===== config.mk =====
export PLATFORM = sky130hd
export DESIGN_NAME = regs_arbiter_flat
export DESIGN_NICKNAME = d
export VERILOG_FILES = /design/src/rtl/regs_pkg.sv /design/src/rtl/regs_arbiter_if.sv /design/src/rtl/regs_arbiter.sv /design/src/flat_wrapper.sv
export SDC_FILE = /design/constraint.sdc
export NUM_CORES = 1
export LEC_CHECK = 0
export CAP_MARGIN = 5
export CORE_UTILIZATION = 48
export CTS_CLUSTER_SIZE = 14
export DETAILED_ROUTE_END_ITERATION = 7
export PLACE_DENSITY = 0.86
export SLEW_MARGIN = 10
export SYNTH_ARGS = -nofsm -noshare
export SYNTH_HDL_FRONTEND = slang
export SYNTH_SLANG_ARGS = --single-unit

===== constraint.sdc =====
create_clock -name clk -period 5.57 [get_ports clk]
set_clock_uncertainty 0.05 [all_clocks]
set_input_delay 1.114 -clock clk [delete_from_list [all_inputs] [get_ports clk]]
set_output_delay 1.114 -clock clk [all_outputs]
set_load 0.05 [all_outputs]

===== src/rtl/regs_pkg.sv =====
// Shared definitions for the peripheral register-bus arbiter.
// Contents: bus width constants and the arbiter FSM state encoding.
package regs_pkg;

    localparam int REGS_AW = 8;
    localparam int REGS_DW = 16;

    typedef enum logic [1:0] {
        IDLE  = 2'd0,
        ISSUE = 2'd1,
        WAIT  = 2'd2,
        DONE  = 2'd3
    } state_t;

endpackage


===== src/rtl/regs_arbiter_if.sv =====
// Requester-side register bus channel, one instance per requester.
// Signals:
//   req    requester -> arbiter  transaction request, held until ack
//   addr   requester -> arbiter  register byte address
//   wdata  requester -> arbiter  write data
//   wstrb  requester -> arbiter  byte strobes, [1] high byte, [0] low byte
//   we     requester -> arbiter  write (1) / read (0)
//   ack    arbiter -> requester  one-cycle completion pulse
//   rdata  arbiter -> requester  read data, valid with ack
//   err    arbiter -> requester  timeout flag, valid with ack
// Modports: master = requester side, slave = arbiter side.
interface regs_arbiter_if;
    import regs_pkg::*;

    logic               req;
    logic [REGS_AW-1:0] addr;
    logic [REGS_DW-1:0] wdata;
    logic [1:0]         wstrb;
    logic               we;
    logic               ack;
    logic [REGS_DW-1:0] rdata;
    logic               err;

    modport master (
        output req, addr, wdata, wstrb, we,
        input  ack, rdata, err
    );

    modport slave (
        input  req, addr, wdata, wstrb, we,
        output ack, rdata, err
    );

endinterface


===== src/rtl/regs_arbiter.sv =====
// Two-requester round-robin arbiter for the peripheral register bus.
// m0 is the CPU bus bridge, m1 the host debug bridge. Transactions are
// serialised; a register block that never acks is cut off after TIMEOUT
// cycles and the requester receives ERR_DATA with err set.
// Ports:
//   clk, rst       clock, synchronous active-high reset
//   m0, m1         requester channels (regs_arbiter_if.slave)
//   regs_req       one-cycle request pulse to the register block
//   regs_addr/wdata/wstrb/we  latched transaction fields
//   regs_ack       completion from the register block
//   regs_rdata     read data, valid with regs_ack
//   timeout_cnt    saturating count of timed-out transactions
//
// state | meaning
// IDLE  | waiting for a request; arbitrates and latches the winner
// ISSUE | regs_req pulse; timer cleared
// WAIT  | waiting for regs_ack or timer expiry
// DONE  | ack pulse to the granted requester
module regs_arbiter
    import regs_pkg::*;
#(
    parameter int                 TIMEOUT  = 16,
    parameter logic [REGS_DW-1:0] ERR_DATA = 16'hFFFF
) (
    input  logic               clk,
    input  logic               rst,
    regs_arbiter_if.slave      m0,
    regs_arbiter_if.slave      m1,
    output logic               regs_req,
    output logic [REGS_AW-1:0] regs_addr,
    output logic [REGS_DW-1:0] regs_wdata,
    output logic [1:0]         regs_wstrb,
    output logic               regs_we,
    input  logic               regs_ack,
    input  logic [REGS_DW-1:0] regs_rdata,
    output logic [7:0]         timeout_cnt
);

    // The timer counts up from 0 in the first WAIT cycle and the expiry
    // decision is made when the incremented value would reach TIMEOUT-1,
    // which places the requester ack exactly TIMEOUT cycles after regs_req.
    localparam logic [7:0] EXPIRE = (TIMEOUT > 2) ? 8'(TIMEOUT - 2) : 8'd0;

    state_t             state, state_nxt;
    logic               grant, grant_nxt;   // 0 = m0, 1 = m1
    logic               last_grant;
    logic [7:0]         timer;
    logic               expire;
    logic [REGS_DW-1:0] done_rdata;
    logic               done_err;

    always_comb begin
        state_nxt  = state;
        grant_nxt  = grant;
        expire     = (timer >= EXPIRE);
        // ack wins over a coincident expiry
        done_rdata = regs_ack ? regs_rdata : ERR_DATA;
        done_err   = !regs_ack;
        case (state)
            IDLE: begin
                if (m0.req && m1.req) begin
                    grant_nxt = ~last_grant;
                    state_nxt = ISSUE;
                end else if (m0.req) begin
                    grant_nxt = 1'b0;
                    state_nxt = ISSUE;
                end else if (m1.req) begin
                    grant_nxt = 1'b1;
                    state_nxt = ISSUE;
                end
            end
            ISSUE: state_nxt = WAIT;
            WAIT: begin
                if (regs_ack || expire) state_nxt = DONE;
            end
            DONE:    state_nxt = IDLE;
            default: state_nxt = IDLE;
        endcase
    end

    always_ff @(posedge clk) begin
        if (rst) begin
            state       <= IDLE;
            grant       <= 1'b0;
            last_grant  <= 1'b1;
            timer       <= 8'd0;
            regs_req    <= 1'b0;
            regs_addr   <= '0;
            regs_wdata  <= '0;
            regs_wstrb  <= 2'b00;
            regs_we     <= 1'b0;
            timeout_cnt <= 8'd0;
            m0.ack      <= 1'b0;
            m0.rdata    <= '0;
            m0.err      <= 1'b0;
            m1.ack      <= 1'b0;
            m1.rdata    <= '0;
            m1.err      <= 1'b0;
        end else begin
            state    <= state_nxt;
            regs_req <= (state_nxt == ISSUE);
            m0.ack   <= 1'b0;
            m0.err   <= 1'b0;
            m1.ack   <= 1'b0;
            m1.err   <= 1'b0;

            if (state == IDLE && state_nxt == ISSUE) begin
                grant      <= grant_nxt;
                last_grant <= grant_nxt;
                regs_addr  <= grant_nxt ? m1.addr  : m0.addr;
                regs_wdata <= grant_nxt ? m1.wdata : m0.wdata;
                regs_wstrb <= grant_nxt ? m1.wstrb : m0.wstrb;
                regs_we    <= grant_nxt ? m1.we    : m0.we;
            end

            if (state == ISSUE) timer <= 8'd0;

            if (state == WAIT) begin
                if (!regs_ack && !expire) timer <= timer + 8'd1;
                if (state_nxt == DONE) begin
                    if (grant) begin
                        m1.ack   <= 1'b1;
                        m1.rdata <= done_rdata;
                        m1.err   <= done_err;
                    end else begin
                        m0.ack   <= 1'b1;
                        m0.rdata <= done_rdata;
                        m0.err   <= done_err;
                    end
                    if (done_err && timeout_cnt != 8'hFF)
                        timeout_cnt <= timeout_cnt + 8'd1;
                end
            end
        end
    end

endmodule


===== src/flat_wrapper.sv =====
// flat-port wrapper written by rule: the top's interface ports become plain ports
module regs_arbiter_flat import regs_pkg::*;
#(
    parameter int                 TIMEOUT  = 16,
    parameter logic [REGS_DW-1:0] ERR_DATA = 16'hFFFF
)
  (clk, rst, regs_req, regs_addr, regs_wdata, regs_wstrb, regs_we, regs_ack, regs_rdata, timeout_cnt, m0_req, m0_addr, m0_wdata, m0_wstrb, m0_we, m0_ack, m0_rdata, m0_err, m1_req, m1_addr, m1_wdata, m1_wstrb, m1_we, m1_ack, m1_rdata, m1_err);
  regs_arbiter_if m0_i ();
  regs_arbiter_if m1_i ();
  input  logic clk;
  input  logic rst;
  output logic regs_req;
  output logic [REGS_AW-1:0] regs_addr;
  output logic [REGS_DW-1:0] regs_wdata;
  output logic [1:0] regs_wstrb;
  output logic regs_we;
  input  logic regs_ack;
  input  logic [REGS_DW-1:0] regs_rdata;
  output logic [7:0] timeout_cnt;
  input wire logic [$bits(m0_i.req)-1:0] m0_req;
  input wire logic [$bits(m0_i.addr)-1:0] m0_addr;
  input wire logic [$bits(m0_i.wdata)-1:0] m0_wdata;
  input wire logic [$bits(m0_i.wstrb)-1:0] m0_wstrb;
  input wire logic [$bits(m0_i.we)-1:0] m0_we;
  output wire logic [$bits(m0_i.ack)-1:0] m0_ack;
  output wire logic [$bits(m0_i.rdata)-1:0] m0_rdata;
  output wire logic [$bits(m0_i.err)-1:0] m0_err;
  input wire logic [$bits(m1_i.req)-1:0] m1_req;
  input wire logic [$bits(m1_i.addr)-1:0] m1_addr;
  input wire logic [$bits(m1_i.wdata)-1:0] m1_wdata;
  input wire logic [$bits(m1_i.wstrb)-1:0] m1_wstrb;
  input wire logic [$bits(m1_i.we)-1:0] m1_we;
  output wire logic [$bits(m1_i.ack)-1:0] m1_ack;
  output wire logic [$bits(m1_i.rdata)-1:0] m1_rdata;
  output wire logic [$bits(m1_i.err)-1:0] m1_err;
  assign m0_i.req = m0_req;
  assign m0_i.addr = m0_addr;
  assign m0_i.wdata = m0_wdata;
  assign m0_i.wstrb = m0_wstrb;
  assign m0_i.we = m0_we;
  assign m0_ack = m0_i.ack;
  assign m0_rdata = m0_i.rdata;
  assign m0_err = m0_i.err;
  assign m1_i.req = m1_req;
  assign m1_i.addr = m1_addr;
  assign m1_i.wdata = m1_wdata;
  assign m1_i.wstrb = m1_wstrb;
  assign m1_i.we = m1_we;
  assign m1_ack = m1_i.ack;
  assign m1_rdata = m1_i.rdata;
  assign m1_err = m1_i.err;
  regs_arbiter #(.TIMEOUT(TIMEOUT), .ERR_DATA(ERR_DATA)) u_core (.clk(clk), .rst(rst), .m0(m0_i), .m1(m1_i), .regs_req(regs_req), .regs_addr(regs_addr), .regs_wdata(regs_wdata), .regs_wstrb(regs_wstrb), .regs_we(regs_we), .regs_ack(regs_ack), .regs_rdata(regs_rdata), .timeout_cnt(timeout_cnt));
endmodule

; Word level (Yosys, flattened, before mapping)
; Index checks and enable logic that the tools add are counted.
[classes]
n_addsub = 2
mul = 0
div_mod_pow = 0
order_cmp = 1
n_eq_ne = 6
n_shift = 0
muxes = 19
n_bitwise = 4
reduce_logical = 14
[op_table]
columns = operator, count
row1 = 16-bit 2-to-1 mux, 2
row2 = 8-bit 2-to-1 mux, 4
row3 = "8-bit by 1-bit adder with 8-bit output, second input constant", 2
row4 = 2-bit 2-to-1 mux, 5
row5 = 3-bit AND reduction, 3
row6 = "8-bit by 4-bit >= comparator with 1-bit output, second input constant", 1
row7 = "8-bit inequality test, second input constant", 1
row8 = 2-bit one-hot mux with 4 select lines, 1
row9 = 4-bit OR reduction, 2
row10 = 1-bit 2-to-1 mux, 7
row11 = "2-bit == test, second input constant", 3
row12 = "2-bit by 1-bit == test with 1-bit output, second input constant", 2
row13 = 1-bit logical AND, 4
row14 = 1-bit inverter, 4
row15 = 3-bit OR reduction, 1
row16 = 1-bit logical NOT, 2
row17 = 2-bit logical NOT, 1
row18 = 1-bit logical OR, 1
[word_totals]
register_bits = 84
latch_bits = 0
mem_bits_rw = 0
mem_bits_ro = 0
inputBits = 75
output_inout_bits = 72
wordCells = 62
memories = 0

; Longest topological paths before layout
[depth]
ltp_word = 7
mapped_depth = 9
mapped_depth_nobuf = 6

; Worst setup path before layout
; No wires, ideal clock.
[synth_path]
kind = input-to-reg
start = in regs_ack
end = reg u_core.timeout_cnt[7]
setup_ns = 0.121
arrival_ns = 2.336
path_slack_ns = 3.063
cell_stages = 6
n_path_buf = 2
path_cell_list = clkbuf_2 nand3b_1 a211o_1 buf_4 nor3_1 mux2_2
[synth_between]
elab_chain_cells = 5
[synth_lines]
columns = element, line
row1 = "start, declared", flat_wrapper.sv:17  ; input logic regs_ack;
row2 = 1-bit logical OR, regs_arbiter.sv:74  ; if (regs_ack || expire) state_nxt = DONE;
row3 = 2-bit 2-to-1 mux, regs_arbiter.sv:74
row4 = 2-bit one-hot mux with 4 select lines, regs_arbiter.sv:59  ; case (state)
row5 = 2-bit == test, regs_arbiter.sv:120  ; if (state_nxt == DONE) begin
row6 = 3-bit AND reduction (no source line) (*), --
row7 = "end signal, assigned", regs_arbiter.sv:131  ; timeout_cnt <= timeout_cnt + 8'd1;
row8 = "end, declared", regs_arbiter.sv:36  ; output logic [7:0] timeout_cnt
; Every way passes the cells marked *; elsewhere a longest branch is shown, timed or not.
; A chain may end at the register's enable or synchronous reset.

; Final worst setup path
[layout_path]
start = in regs_ack
end = reg u_core.timeout_cnt[5]
; Same word-level chain as after synthesis.

==> qor.csv <==
stage,metric,value,unit
status,status,completed,
global_route,grt_pass1_wl,17040,µm
synth,synthMostInstantiatedCell,dfxtp_1,
clocking,cts_setup_buffers,0,
worst_setup_path,cp.required,5.75,ns
routing,detail_route_antenna_nets,0,
die,start_util,49.98,%
synth,synthArstFlopShare,0,%
clocking,clkLatencyLatePin,0.35,ns
global_route,grt_start_max_net_pins,65,
final_layout,post_route_cells_drive_above_1_share,9.341,%
clocking,post_cts_resized,0,
pwr,vdd.ir_drop.worst,0.2338,mV
routing,route.detailed.vias_per_inst,5.563,
final_layout,ant_diodes,0,
sta,worst_pin_slew,1.194,ns
clocking,cts.sinks,84,
global_route,number_of_global_route_vias_before_repair,3567,
clocking,cts_max_level,3,
clocking,root_buffer,clkbuf_8,
synth,syn_area,0.003882,mm²
pwr,powerDensity,478.7,mW/mm²
sta,timing.fmax,303.6,MHz
worst_setup_path,setup.worst_path.start,regs_ack,
synth,synthesis.nets,501,
die,io-pin-count,147,
routing,dr.first_iter.drc_count,189,
synth,synth_cell_types,42,
synth,synth_cells,419,
worst_setup_path,crit_path_max_fanout,46,
final_layout,num-nets-final,624,
clocking,cts_buffer_depth,2,
worst_setup_path,setup_crit_path_kind,in2reg,
synth,syn-mean-instance-area,9.266,µm²
place,preCtsSetupSlack,1.703,ns
clocking,clock_tree_from_tritoncts,yes,
synth,synthAdderAreaFrac,2.256,%
clocking,clkSlewWorstSetupHoldPaths,0.08,ns
worst_hold_path,holdCritPathClass,reg2reg,
worst_setup_path,critical_path_arrival,3.48,ns
final_layout,area_growth_syn_to_layout,41.41,%
pwr,cellLeakagePower,1.952,nW
synth,ys_seq_area_share,43.31,%
synth,synthFlopType,dfxtp_1,
sta,final-hold-violation-count,0,
synth,synthDominantCellAreaShare,43.31,%
synth,synth_compound_area_share,19.01,%
global_route,grtUsageTotal,25.07,%
worst_setup_path,rr_worst_depth,6,
sta,setup_viol,0,
place,buffer_ports.inserted,146,
worst_setup_path,cp-start-kind,input pin,
routing,detail_route.drc_violations,0,
sta,grt_setup_unrepaired,false,
synth,synth_simple_gate_area_share,20.88,%
sta,timing.setup.tns,0,ns
sta,final.setup.worst_slack,2.276,ns
worst_setup_path,r2r_setup_slack,2.98,ns
global_route,globalRoute.totalOverflow,0,
synth,yosys-top-cells-count,"dfxtp_1, nor3_1, a21oi_1, mux2i_1, a211oi_2",
die,floorplan.die.width,91.94,µm
global_route,antenna_violations_before_repair,0,
clocking,hold_fix_buffer_count_after_cts,0,
routing,wire_length_reported_by_the_detailed_router,10580,µm
worst_setup_path,crit-reg2reg-launch,u_core.state[0],
clocking,number_of_cts_inserted_buffers,9,
synth,synth-seq-cells,84,
sta,post-route-min-period,3.294,ns
routing,routed-via-count,3605,
place,gp_congestion,0.8306,
synth,combinational_family_with_the_most_area_after_synthesis,simple AND/OR/NAND/NOR gates,
routing,routedWlPerCell,16.32,µm
die,die_area,0.008452,mm²
sta,final_slew_viol_count,0,
synth,synthesis.yosys.warnings,0,
synth,yosys-mux-area-fraction,7.831,%
worst_setup_path,endpoint_kind,register,
die,placement_rows,32,
worst_hold_path,timing.hold.worst.start,u_core.timer[5],
synth,synth_xor_area_share,0.2256,%
place,hpwlAfterDp,7248,µm
flow_run,max_cap_violations,0,
worst_setup_path,regToRegEndpoint,u_core.m1.rdata[5],
die,placeableCoreArea,0.007767,mm²
synth,count_of_flip_flops_with_a_built_in_enable_after_synthesis,0,
worst_setup_path,critical_path.endpoint,u_core.timeout_cnt[5],
die,die_h,91.94,µm
sta,final_min_period_over_clock_period,59.13,%
synth,synthTopCellsByArea,"dfxtp_1, nor3_1, a21oi_1",
synth,synth_top_area_cell,dfxtp_1,
sta,timing.slew.headroom,20.06,%
routing,drt_pre_antenna_iters,4,
kinds of logic (layout without fill, tap and decap cells):
family	count (synthesis)	count (layout)
AOI/OAI and AO/OA	108	108
DFF	84	84
and+or+nand+nor	142	142
muxes	30	30
buffers and inverters	47	174
xor gates and xnor gates	1	1
adders and majority gates	7	7
critical path, stage by stage:
cell	delay, ns
clkdlybuf4s50_1	0.85
nor4_2	0.46
and4_1	0.25
buf_4	0.38
nor3_1	0.13
mux2_2	0.30
through the flow:
step | utilization (%) | cell area (µm²) | power, W | cells | hold slack (ns)
2_1_floorplan | - | 3882 | 0.001890 | 419 | 0.3690
3_3_place_gp | 68.22 | 5299 | 0.002164 | 633 | 0.3828
3_5_place_dp | 68.22 | 5299 | 0.002208 | 633 | 0.3980
4_1_cts | 70.67 | 5489 | 0.002633 | 648 | 0.4097
5_1_grt | 70.68 | 5490 | 0.002770 | 648 | 0.4225
6_report | 70.68 | 5490 | 0.002628 | 648 | 0.4054
area by class of cell:
| type | instances | area, µm² |
|---|---|---|
| Sequential cell | 84 | 1682 |
| Multi-Input combinational cell | 288 | 1967 |
| Fill cell | 604 | 2277 |
| Clock buffer | 11 | 141.4 |
| Tap cell | 102 | 127.6 |
| Clock inverter | 4 | 48.80 |
| Timing Repair Buffer | 151 | 1494 |
| Inverter | 8 | 30.03 |
sequential cells by signal, summed over array words and instances (netlist names):
| signal | count |
|---|---|
| u_core.m1.ack | 1 |
| u_core.last_grant | 1 |
| u_core.regs_wdata | 16 |
| u_core.m0.rdata | 16 |
| u_core.m1.err | 1 |
| u_core.m1.rdata | 16 |
| u_core.state | 2 |
| u_core.regs_addr | 8 |
| u_core.regs_we | 1 |
| u_core.timeout_cnt | 8 |
| u_core.timer | 8 |
| u_core.m0.err | 1 |
| u_core.m0.ack | 1 |
| u_core.grant | 1 |
| u_core.regs_req | 1 |
| u_core.regs_wstrb | 2 |
report_power, final:
part | internal (W) | switching (W)
clock | 0.000217 | 0.000209
sequential | 0.000708 | 0.0000602
combinational | 0.000521 | 0.000913
cells in the final DEF, fill, tap and decap left out, types with 2 or more instances in the layout:
| cell | synthesis | final |
|---|---|---|
| nor4b_4 | 1 | 2 |
| ha_1 | 7 | 7 |
| buf_4 | 3 | 5 |
| nand3_1 | 3 | 3 |
| nand4_1 | 3 | 3 |
| nor3_1 | 70 | 70 |
| a211oi_1 | 7 | 7 |
| a211oi_2 | 20 | 20 |
| and3_1 | 2 | 2 |
| nand2b_1 | 17 | 17 |
| dfxtp_1 | 84 | 84 |
| mux2_2 | 3 | 3 |
| nor2b_1 | 4 | 4 |
| or3b_1 | 2 | 2 |
| nor2_1 | 14 | 14 |
| a21oi_1 | 68 | 68 |
| o21ai_0 | 3 | 3 |
| nor4_2 | 2 | 2 |
| inv_1 | 8 | 8 |
| nand2_1 | 8 | 8 |
| o31ai_1 | 3 | 3 |
| or3_1 | 4 | 4 |
| clkbuf_8 | 0 | 10 |
| a41oi_1 | 2 | 2 |
| clkdlybuf4s50_1 | 0 | 145 |
| mux2i_1 | 27 | 27 |
| and4_1 | 4 | 4 |
| or4_1 | 3 | 3 |
| clkinv_2 | 0 | 2 |
routing by layer:
| layer | routed length (µm) | GRT usage (%) | vias up |
|---|---|---|---|
| met2 | 5060 | 42.72 | 145 |
| met5 | 0 | 0 | - |
| met3 | 833 | 6.716 | 17 |
| met1 | 4505 | 29.84 | 1678 |
| met4 | 176 | 10.03 | 0 |
| li1 | - | - | 1765 |
worst min path at each step:
| stage | end | slack [ns] | cells after the start |
|---|---|---|---|
| finish | u_core.timer[5] | 0.41 | 2 |
| global route | u_core.timer[5] | 0.42 | 2 |
| CTS | u_core.timer[5] | 0.41 | 2 |
| detailed placement | u_core.timer[5] | 0.40 | 2 |
| global placement | u_core.timer[5] | 0.38 | 2 |
| floorplan | u_core.timer[5] | 0.37 | 2 |
(Power assumes the default switching activity.)
